`config.mk`:
```
export PLATFORM = sky130hd
export DESIGN_NAME = i2c_slave_regfile
export DESIGN_NICKNAME = d
export VERILOG_FILES = /design/src/rtl/i2c_pkg.sv /design/src/rtl/i2c_bus_sync.sv /design/src/rtl/i2c_slave_regfile.sv
export SDC_FILE = /design/constraint.sdc
export NUM_CORES = 1
export LEC_CHECK = 0
export ABC_AREA = 1
export CORE_ASPECT_RATIO = 0.6
export CORE_MARGIN = 2
export CORE_UTILIZATION = 60
export CTS_BUF_LIST = sky130_fd_sc_hd__clkbuf_4
export CTS_CLUSTER_SIZE = 40
export DETAILED_ROUTE_END_ITERATION = 12
export GPL_ROUTABILITY_DRIVEN = 0
export PLACE_DENSITY = 0.86
export SYNTH_ARGS = -nofsm -noshare
export SYNTH_HDL_FRONTEND = slang
export SYNTH_SLANG_ARGS = --single-unit
export TNS_END_PERCENT = 30
```
`constraint.sdc`:
```
create_clock -name clk -period 4.3 [get_ports clk]
set_input_delay 1.075 -clock clk [delete_from_list [all_inputs] [get_ports clk]]
set_output_delay 1.075 -clock clk [all_outputs]
set_load 0.01 [all_outputs]
```
`src/rtl/i2c_pkg.sv`:
```
// Shared I2C definitions: byte width, ACK polarity, default target address
// and the state encodings used by the bus master and the register-file target.
package i2c_pkg;

    localparam int BYTE_W = 8;

    typedef logic [BYTE_W-1:0] byte_t;

    // Acknowledge polarity on SDA: a pulled-low ninth bit acknowledges.
    localparam logic ACK  = 1'b0;
    localparam logic NACK = 1'b1;

    localparam logic [6:0] DEV_ADDR_DEFAULT = 7'h50;

    // Target (register-file slave) states.
    localparam logic [3:0] T_IDLE    = 4'd0;
    localparam logic [3:0] T_DEV     = 4'd1;
    localparam logic [3:0] T_ACK_DEV = 4'd2;
    localparam logic [3:0] T_REG     = 4'd3;
    localparam logic [3:0] T_ACK_REG = 4'd4;
    localparam logic [3:0] T_WDATA   = 4'd5;
    localparam logic [3:0] T_ACK_WR  = 4'd6;
    localparam logic [3:0] T_RDATA   = 4'd7;
    localparam logic [3:0] T_MACK    = 4'd8;
    localparam logic [3:0] T_IGNORE  = 4'd9;

    // Master states, kept here so both ends of the bus share one definition.
    localparam logic [2:0] M_IDLE  = 3'd0;
    localparam logic [2:0] M_START = 3'd1;
    localparam logic [2:0] M_ADDR  = 3'd2;
    localparam logic [2:0] M_WRITE = 3'd3;
    localparam logic [2:0] M_READ  = 3'd4;
    localparam logic [2:0] M_ACK   = 3'd5;
    localparam logic [2:0] M_STOP  = 3'd6;

endpackage

```
`src/rtl/i2c_bus_sync.sv`:
```
// SCL/SDA input synchroniser with one edge-detect register. Produces SCL edge
// strobes, the synchronised SDA level and START/STOP detection.
module i2c_bus_sync
    import i2c_pkg::*;
#(
    parameter int SYNC_STAGES = 2
) (
    input  logic clk,
    input  logic rst,
    input  logic scl_in,
    input  logic sda_in,
    output logic scl_rise,
    output logic scl_fall,
    output logic sda_s,
    output logic start_det,
    output logic stop_det
);

    logic [SYNC_STAGES-1:0] scl_sync_q;
    logic [SYNC_STAGES-1:0] scl_sync_d;
    logic [SYNC_STAGES-1:0] sda_sync_q;
    logic [SYNC_STAGES-1:0] sda_sync_d;
    logic                   scl_prev_q;
    logic                   scl_prev_d;
    logic                   sda_prev_q;
    logic                   sda_prev_d;
    logic                   scl_s;

    assign scl_s = scl_sync_q[SYNC_STAGES-1];
    assign sda_s = sda_sync_q[SYNC_STAGES-1];

    // Shift the raw pins through the synchroniser chain and remember the last synchronised level.
    always_comb begin
        scl_sync_d = {scl_sync_q[SYNC_STAGES-2:0], scl_in};
        sda_sync_d = {sda_sync_q[SYNC_STAGES-2:0], sda_in};
        scl_prev_d = scl_s;
        sda_prev_d = sda_s;
    end

    // Synchroniser and edge-detect flops; reset to the idle (released, high) bus level so no edge fires after reset.
    always_ff @(posedge clk or negedge rst) begin
        if (!rst) begin
            scl_sync_q <= {SYNC_STAGES{1'b1}};
            sda_sync_q <= {SYNC_STAGES{1'b1}};
            scl_prev_q <= 1'b1;
            sda_prev_q <= 1'b1;
        end else begin
            scl_sync_q <= scl_sync_d;
            sda_sync_q <= sda_sync_d;
            scl_prev_q <= scl_prev_d;
            sda_prev_q <= sda_prev_d;
        end
    end

    // Event decode: SDA moving while SCL is stably high marks START/STOP.
    always_comb begin
        scl_rise  = scl_s & ~scl_prev_q;
        scl_fall  = ~scl_s & scl_prev_q;
        start_det = scl_s & scl_prev_q & sda_prev_q & ~sda_s;
        stop_det  = scl_s & scl_prev_q & ~sda_prev_q & sda_s;
    end

endmodule

```
`src/rtl/i2c_slave_regfile.sv`:
```
// I2C target serving a small 8-bit register bank: device-address match,
// register-pointer load, auto-incrementing writes and reads after a repeated
// START. The bank is also readable combinationally from a host-side port.
module i2c_slave_regfile
    import i2c_pkg::*;
#(
    parameter logic [6:0] DEV_ADDR    = DEV_ADDR_DEFAULT,
    parameter int         NUM_REGS    = 16,
    parameter int         SYNC_STAGES = 2
) (
    input  logic                        clk,
    input  logic                        rst,
    input  logic                        SCL_in,
    input  logic                        SDA_in,
    output logic                        SDA_out,
    output logic                        wr_strobe,
    output logic [7:0]                  wr_addr,
    output logic [7:0]                  wr_data,
    input  logic [$clog2(NUM_REGS)-1:0] host_addr,
    output logic [7:0]                  host_rdata,
    output logic                        busy
);

    localparam int PTR_W = $clog2(NUM_REGS);

    logic scl_rise;
    logic scl_fall;
    logic sda_s;
    logic start_det;
    logic stop_det;

    i2c_bus_sync #(
        .SYNC_STAGES (SYNC_STAGES)
    ) u_bus_sync (
        .clk       (clk),
        .rst       (rst),
        .scl_in    (SCL_in),
        .sda_in    (SDA_in),
        .scl_rise  (scl_rise),
        .scl_fall  (scl_fall),
        .sda_s     (sda_s),
        .start_det (start_det),
        .stop_det  (stop_det)
    );

    logic [3:0]       state_q,     state_d;
    logic [3:0]       bit_cnt_q,   bit_cnt_d;
    byte_t            shift_q,     shift_d;
    byte_t            tx_q,        tx_d;
    logic [PTR_W-1:0] ptr_q,       ptr_d;
    logic             rw_q,        rw_d;
    logic             ack_ph_q,    ack_ph_d;
    logic             sda_out_q,   sda_out_d;
    logic             busy_q,      busy_d;
    logic             wr_strobe_q, wr_strobe_d;
    byte_t            wr_addr_q,   wr_addr_d;
    byte_t            wr_data_q,   wr_data_d;
    byte_t            bank_q [NUM_REGS];
    byte_t            bank_d [NUM_REGS];

    byte_t            rx_byte_s;
    logic [PTR_W-1:0] ptr_inc_s;

    // Byte as it stands once the bit currently on the bus is shifted in (MSB first).
    assign rx_byte_s = {shift_q[BYTE_W-2:0], sda_s};
    assign ptr_inc_s = ptr_q + PTR_W'(1);

    // Target FSM: START/STOP override everything, otherwise per-state bit handling.
    always_comb begin
        state_d     = state_q;
        bit_cnt_d   = bit_cnt_q;
        shift_d     = shift_q;
        tx_d        = tx_q;
        ptr_d       = ptr_q;
        rw_d        = rw_q;
        ack_ph_d    = ack_ph_q;
        sda_out_d   = sda_out_q;
        busy_d      = busy_q;
        wr_strobe_d = 1'b0;
        wr_addr_d   = wr_addr_q;
        wr_data_d   = wr_data_q;
        bank_d      = bank_q;

        if (start_det) begin
            // Also covers repeated START: any partial byte is dropped, the pointer is kept.
            state_d   = T_DEV;
            bit_cnt_d = 4'd0;
            ack_ph_d  = 1'b0;
            sda_out_d = 1'b1;
        end else if (stop_det) begin
            state_d   = T_IDLE;
            bit_cnt_d = 4'd0;
            ack_ph_d  = 1'b0;
            sda_out_d = 1'b1;
            busy_d    = 1'b0;
        end else begin
            case (state_q)
                T_IDLE: begin
                    sda_out_d = 1'b1;
                end

                T_DEV: begin
                    if (scl_rise) begin
                        shift_d   = rx_byte_s;
                        bit_cnt_d = bit_cnt_q + 4'd1;
                        if (bit_cnt_q == 4'd7) begin
                            bit_cnt_d = 4'd0;
                            if (rx_byte_s[7:1] == DEV_ADDR) begin
                                state_d = T_ACK_DEV;
                                rw_d    = rx_byte_s[0];
                                busy_d  = 1'b1;
                            end else begin
                                state_d   = T_IGNORE;
                                sda_out_d = 1'b1;
                                busy_d    = 1'b0;
                            end
                        end else begin
                            state_d = T_DEV;
                        end
                    end else begin
                        state_d = T_DEV;
                    end
                end

                T_ACK_DEV, T_ACK_REG, T_ACK_WR: begin
                    // First falling edge pulls SDA low for the ACK slot, the next one releases it.
                    if (scl_fall) begin
                        if (!ack_ph_q) begin
                            sda_out_d = ACK;
                            ack_ph_d  = 1'b1;
                        end else begin
                            sda_out_d = 1'b1;
                            ack_ph_d  = 1'b0;
                            bit_cnt_d = 4'd0;
                            case (state_q)
                                T_ACK_DEV: begin
                                    if (rw_q) begin
                                        state_d   = T_RDATA;
                                        tx_d      = bank_q[ptr_q];
                                        sda_out_d = bank_q[ptr_q][7];
                                    end else begin
                                        state_d = T_REG;
                                    end
                                end
                                T_ACK_REG: state_d = T_WDATA;
                                T_ACK_WR:  state_d = T_WDATA;
                                default:   state_d = T_IDLE;
                            endcase
                        end
                    end else begin
                        ack_ph_d = ack_ph_q;
                    end
                end

                T_REG: begin
                    if (scl_rise) begin
                        shift_d   = rx_byte_s;
                        bit_cnt_d = bit_cnt_q + 4'd1;
                        if (bit_cnt_q == 4'd7) begin
                            // The pointer only changes once the whole byte has arrived.
                            bit_cnt_d = 4'd0;
                            ptr_d     = rx_byte_s[PTR_W-1:0];
                            state_d   = T_ACK_REG;
                        end else begin
                            state_d = T_REG;
                        end
                    end else begin
                        state_d = T_REG;
                    end
                end

                T_WDATA: begin
                    if (scl_rise) begin
                        shift_d   = rx_byte_s;
                        bit_cnt_d = bit_cnt_q + 4'd1;
                        if (bit_cnt_q == 4'd7) begin
                            // Commit the byte and advance the pointer in the same cycle.
                            bit_cnt_d     = 4'd0;
                            bank_d[ptr_q] = rx_byte_s;
                            wr_strobe_d   = 1'b1;
                            wr_addr_d     = 8'(ptr_q);
                            wr_data_d     = rx_byte_s;
                            ptr_d         = ptr_inc_s;
                            state_d       = T_ACK_WR;
                        end else begin
                            state_d = T_WDATA;
                        end
                    end else begin
                        state_d = T_WDATA;
                    end
                end

                T_RDATA: begin
                    if (scl_rise) begin
                        if (bit_cnt_q != 4'd8) begin
                            bit_cnt_d = bit_cnt_q + 4'd1;
                        end else begin
                            bit_cnt_d = bit_cnt_q;
                        end
                    end else if (scl_fall) begin
                        if (bit_cnt_q == 4'd8) begin
                            // All eight bits shown: hand SDA back for the master's ACK/NACK.
                            sda_out_d = 1'b1;
                            bit_cnt_d = 4'd0;
                            state_d   = T_MACK;
                        end else begin
                            sda_out_d = tx_q[3'd7 - bit_cnt_q[2:0]];
                        end
                    end else begin
                        state_d = T_RDATA;
                    end
                end

                T_MACK: begin
                    if (scl_rise) begin
                        if (sda_s == ACK) begin
                            ptr_d     = ptr_inc_s;
                            tx_d      = bank_q[ptr_inc_s];
                            bit_cnt_d = 4'd0;
                            state_d   = T_RDATA;
                        end else begin
                            state_d = T_IGNORE;
                        end
                    end else begin
                        state_d = T_MACK;
                    end
                end

                T_IGNORE: begin
                    sda_out_d = 1'b1;
                end

                default: begin
                    state_d   = T_IDLE;
                    sda_out_d = 1'b1;
                    busy_d    = 1'b0;
                end
            endcase
        end
    end

    // Control, pointer and output registers; reset releases SDA immediately.
    always_ff @(posedge clk or negedge rst) begin
        if (!rst) begin
            state_q     <= T_IDLE;
            bit_cnt_q   <= 4'd0;
            shift_q     <= 8'h00;
            tx_q        <= 8'h00;
            ptr_q       <= '0;
            rw_q        <= 1'b0;
            ack_ph_q    <= 1'b0;
            sda_out_q   <= 1'b1;
            busy_q      <= 1'b0;
            wr_strobe_q <= 1'b0;
            wr_addr_q   <= 8'h00;
            wr_data_q   <= 8'h00;
        end else begin
            state_q     <= state_d;
            bit_cnt_q   <= bit_cnt_d;
            shift_q     <= shift_d;
            tx_q        <= tx_d;
            ptr_q       <= ptr_d;
            rw_q        <= rw_d;
            ack_ph_q    <= ack_ph_d;
            sda_out_q   <= sda_out_d;
            busy_q      <= busy_d;
            wr_strobe_q <= wr_strobe_d;
            wr_addr_q   <= wr_addr_d;
            wr_data_q   <= wr_data_d;
        end
    end

    // Register bank storage, cleared by reset.
    always_ff @(posedge clk or negedge rst) begin
        if (!rst) begin
            for (int i = 0; i < NUM_REGS; i++) begin
                bank_q[i] <= 8'h00;
            end
        end else begin
            for (int i = 0; i < NUM_REGS; i++) begin
                bank_q[i] <= bank_d[i];
            end
        end
    end

    assign SDA_out    = sda_out_q;
    assign wr_strobe  = wr_strobe_q;
    assign wr_addr    = wr_addr_q;
    assign wr_data    = wr_data_q;
    assign busy       = busy_q;
    assign host_rdata = bank_q[host_addr];

endmodule

```
==> summary.md <==
| Metric | Value |
|---|---|
| Synth warn | 0 |
| WHS | 0.366 ns |
| IO Pins | 35 |
| Mean Syn Cell Area | around 7.1 µm² |
| Multi-input combinational cell area | around 5600 µm² |
| Clk sink count | between 150 and 200 |
| Power per standard cell area | ~290 nW/µm² |
| Cell Area, Synth | 11000 µm² |
| EDFF count, synth | 0 |
| CORE AREA | 18000 µm² |
| Clock latency on the worst-skew pair | 0.63 ns |
| Clk pwr share | 0.274 |
| DRC viols | 0 |
| GR Overflow Total | 0 |
| All-Layer GR Usage | 0.375 |
| P_sw | about 0.0012 W |
| DPL Wire Length | about 24000 µm |
| Grt met2 use | 0.467 |
| Main synth FF type | dfrtp_1 |
| Die W | approximately 180 µm |
| Fin Setup TNS | 0 ns |
| Peak supply drop | 0.253 mV |
| Hold-fix buffers, CTS | 0 |
| First-pass GRT wire length | around 54000 µm |
| Postcts setup bufs | 0 |
| Slew margin rel. | 0.0886 |
| Synthesized instance count | 1537 |
| DRT iter0 DRCs | 2149 |
| Initial antenna violation count | 0 |
| Fillers | 1525 |
| Vias | 11.1k |
| Pin count of the biggest net entering global routing | 126 |
| CTS Root Cell | clkbuf_4 |
| Nets | 1520 |
| Dominant cell type by area after synthesis | dfrtp_1 |
| Yosys reg bits | 178 |
| Worst slew pin tran | 1.36 ns |
| Static Leak | approximately 5.0 nW |
| Outcome | completed |
| Final wirelength | 34700 µm |
| Min Tclk post-route | between 4 and 5 ns |
| # port buffers | 30 |
| M1 GR Usage | 0.555 |
| Clock transition at path regs | 0.15 ns |
| Max Freq | 248 MHz |
| TritonCTS clock tree | done |
| CP endpoint kind | output pin |
| Slack of the critical path | between 0.2 and 0.3 ns |
| Number of library cell types mapped by synthesis | 36 |
| Sw Share | 0.360 |
| Cell Int Power | 0.00215 W |
| Worst path required time | 3.22 ns |
| Part of the cycle the worst path needs | 0.939 |
| N_diodes | 0 |
| Post-route ant nets | 0 |
| GRT busiest layer | met1 |
| PostCTS Resize Cnt | 0 |
| Initial Utilization | 0.610 |
| Rows | 38 |
| Max FO, Critical Path | 15 |
| Tot Pwr | between 0.003 and 0.004 W |
| Die Y | between 100 and 150 µm |
| Share of power burned in registers | 0.530 |
| Hold Violations, Final | 0 |
| Clock buffer depth | 2 |
| Critical path type | in -> out |
| Die area | 19400 µm² |
| Pre-CTS WS | 0.325 ns |
| Reg2Reg Depth | 9 |
| Max-Cap Viols | 0 |
| Critical path data arrival time | between 2 and 3 ns |
| Largest cells by area after synthesis | dfrtp_1, nand2_1, o21ai_0 |
| Post-synth top cells | nand2_1, o21ai_0, dfrtp_1, a21oi_1, inv_1 |
| Unrepaired setup endpoints after global routing | no |
| Worst setup SP type | input port |
| Combinational power share | 0.196 |
| Synth async-reset ratio | 1.00 |
| Max Clock Skew | 0.0280 ns |
| Count of final setup violators | 0 |
| H-tree Lvls | 4 |
| Worst hold stages | 0 |
| Vias in the first global route | 9563 |
| Grt met3 use | 0.179 |
| Vias/cell | around 6.3 |
| DR pass1 iterations | 7 |
| WL/cell | just under 20 µm |
| CTS Buf Count | 17 |
| Fin. max-slew vios | 0 |
| Post-synthesis sequential area ratio | 0.406 |
| Count leader, synth | nand2_1 |
| Area grow syn2layout | 4.96% |
| Class of the worst hold path | reg -> reg |
| Synth top area share | 0.389 |
| Register area | roughly 4500 µm² |
| Share of layout cells above drive strength 1 | 0.0660 |
[layout make-up]
type,instances,share of cell area
clock buffers,17,0.0111
multi-input cells,1128,0.482
clock inverters,15,0.0117
well taps,240,0.0260
inverters,126,0.0415
flip-flops and latches,178,0.387
repair buffers,52,0.0409
[placed cells by master (no fill, tap or decap), types with 6 or more instances in the layout]
cell type        netlist  routed
nand2_1              391     391
o21ai_0              192     192
dfrtp_1              171     170
a21oi_1              136     136
inv_1                117     117
nand3_1              110     110
o21ai_1              105     105
nor2_1                68      68
o211ai_1              62      62
clkdlybuf4s50_1        0      27
buf_4                  4      22
clkbuf_4               0      17
nand3_4               10      10
o221ai_1               9       9
ha_1                   9       9
dfstp_2                7       7
inv_2                  8       7
nand3_2                6       6
[path summary, 6_finish.rpt]
kind / from / endpoint / slack [ns]
worst max-delay path: host_addr[2] / host_rdata[5] / 0.26
worst min-delay path: u_bus_sync.sda_sync_q[0]$_DFF_PN1_ / u_bus_sync.sda_sync_q[1]$_DFF_PN1_ / 0.37
worst max register to register: ptr_q[0]$_DFFE_PN0P_ / tx_q[2]$_DFFE_PN0P_ / 1.02
worst min register to register: u_bus_sync.sda_sync_q[0]$_DFF_PN1_ / u_bus_sync.sda_sync_q[1]$_DFF_PN1_ / 0.37
max in group asynchronous: rst / SDA_out$_DFFE_PN1P_ / 3.05
min in group asynchronous: rst / bank_q[35]$_DFFE_PN0P_ / 0.42
[through the flow]
step,std cells,utilization,instance area [µm²]
6_report,1756,0.640,11500
5_1_grt,1756,0.640,11500
4_1_cts,1756,0.640,11500
3_5_place_dp,1724,0.626,11300
3_3_place_gp,1724,0.626,11300
2_1_floorplan,1540,-,11000
[state kept, by name, indices dropped and copies added (netlist names)]
name,flops
tx_q,8
ack_ph_q,1
u_bus_sync.scl_prev_q,1
rw_q,1
ptr_q,4
busy,1
u_bus_sync.sda_sync_q,2
bank_q,128
state_q,4
wr_addr,4
wr_strobe,1
bit_cnt_q,4
shift_q,7
wr_data,8
u_bus_sync.sda_prev_q,1
SDA_out,1
u_bus_sync.scl_sync_q,2
[worst max-delay path: stages]
cell	delay [ns]
clkdlybuf4s50_1	0.47
inv_1	0.42
nand2_1	0.16
o221ai_1	0.19
o21ai_0	0.14
clkdlybuf4s50_1	0.51
[layer usage]
metal  share of wire  up-vias
met4           0.026        2
met1            0.42     5001
met2            0.37      869
li1                -     5100
met3            0.18      108
met5          0.0024        -
[logic make-up after synthesis]
| logic type | count (synthesis) | synth area share |
|---|---|---|
| AND/OR/NAND/NOR | 602 | 0.240 |
| AO/OA/AOI/OAI | 510 | 0.250 |
| buffers and inverters | 234 | 0.0895 |
| flip-flops | 178 | 0.406 |
| adder cells (fa/ha/maj) | 9 | 0.0102 |
| XOR/XNOR | 3 | 0.00307 |
| other | 1 | 0.000341 |
[power by group through the flow]
stage / sequential, W / combinational (W) / clock [W]
floorplan: 0.00179 / 0.000386 / 0
finish: 0.00178 / 0.000658 / 0.000919
global route: 0.00179 / 0.000718 / 0.00101
detailed placement: 0.00181 / 0.000632 / 0
global placement: 0.00181 / 0.000613 / 0
CTS: 0.00178 / 0.000634 / 0.000936
Note: power is estimated with default switching activity, not from simulation.
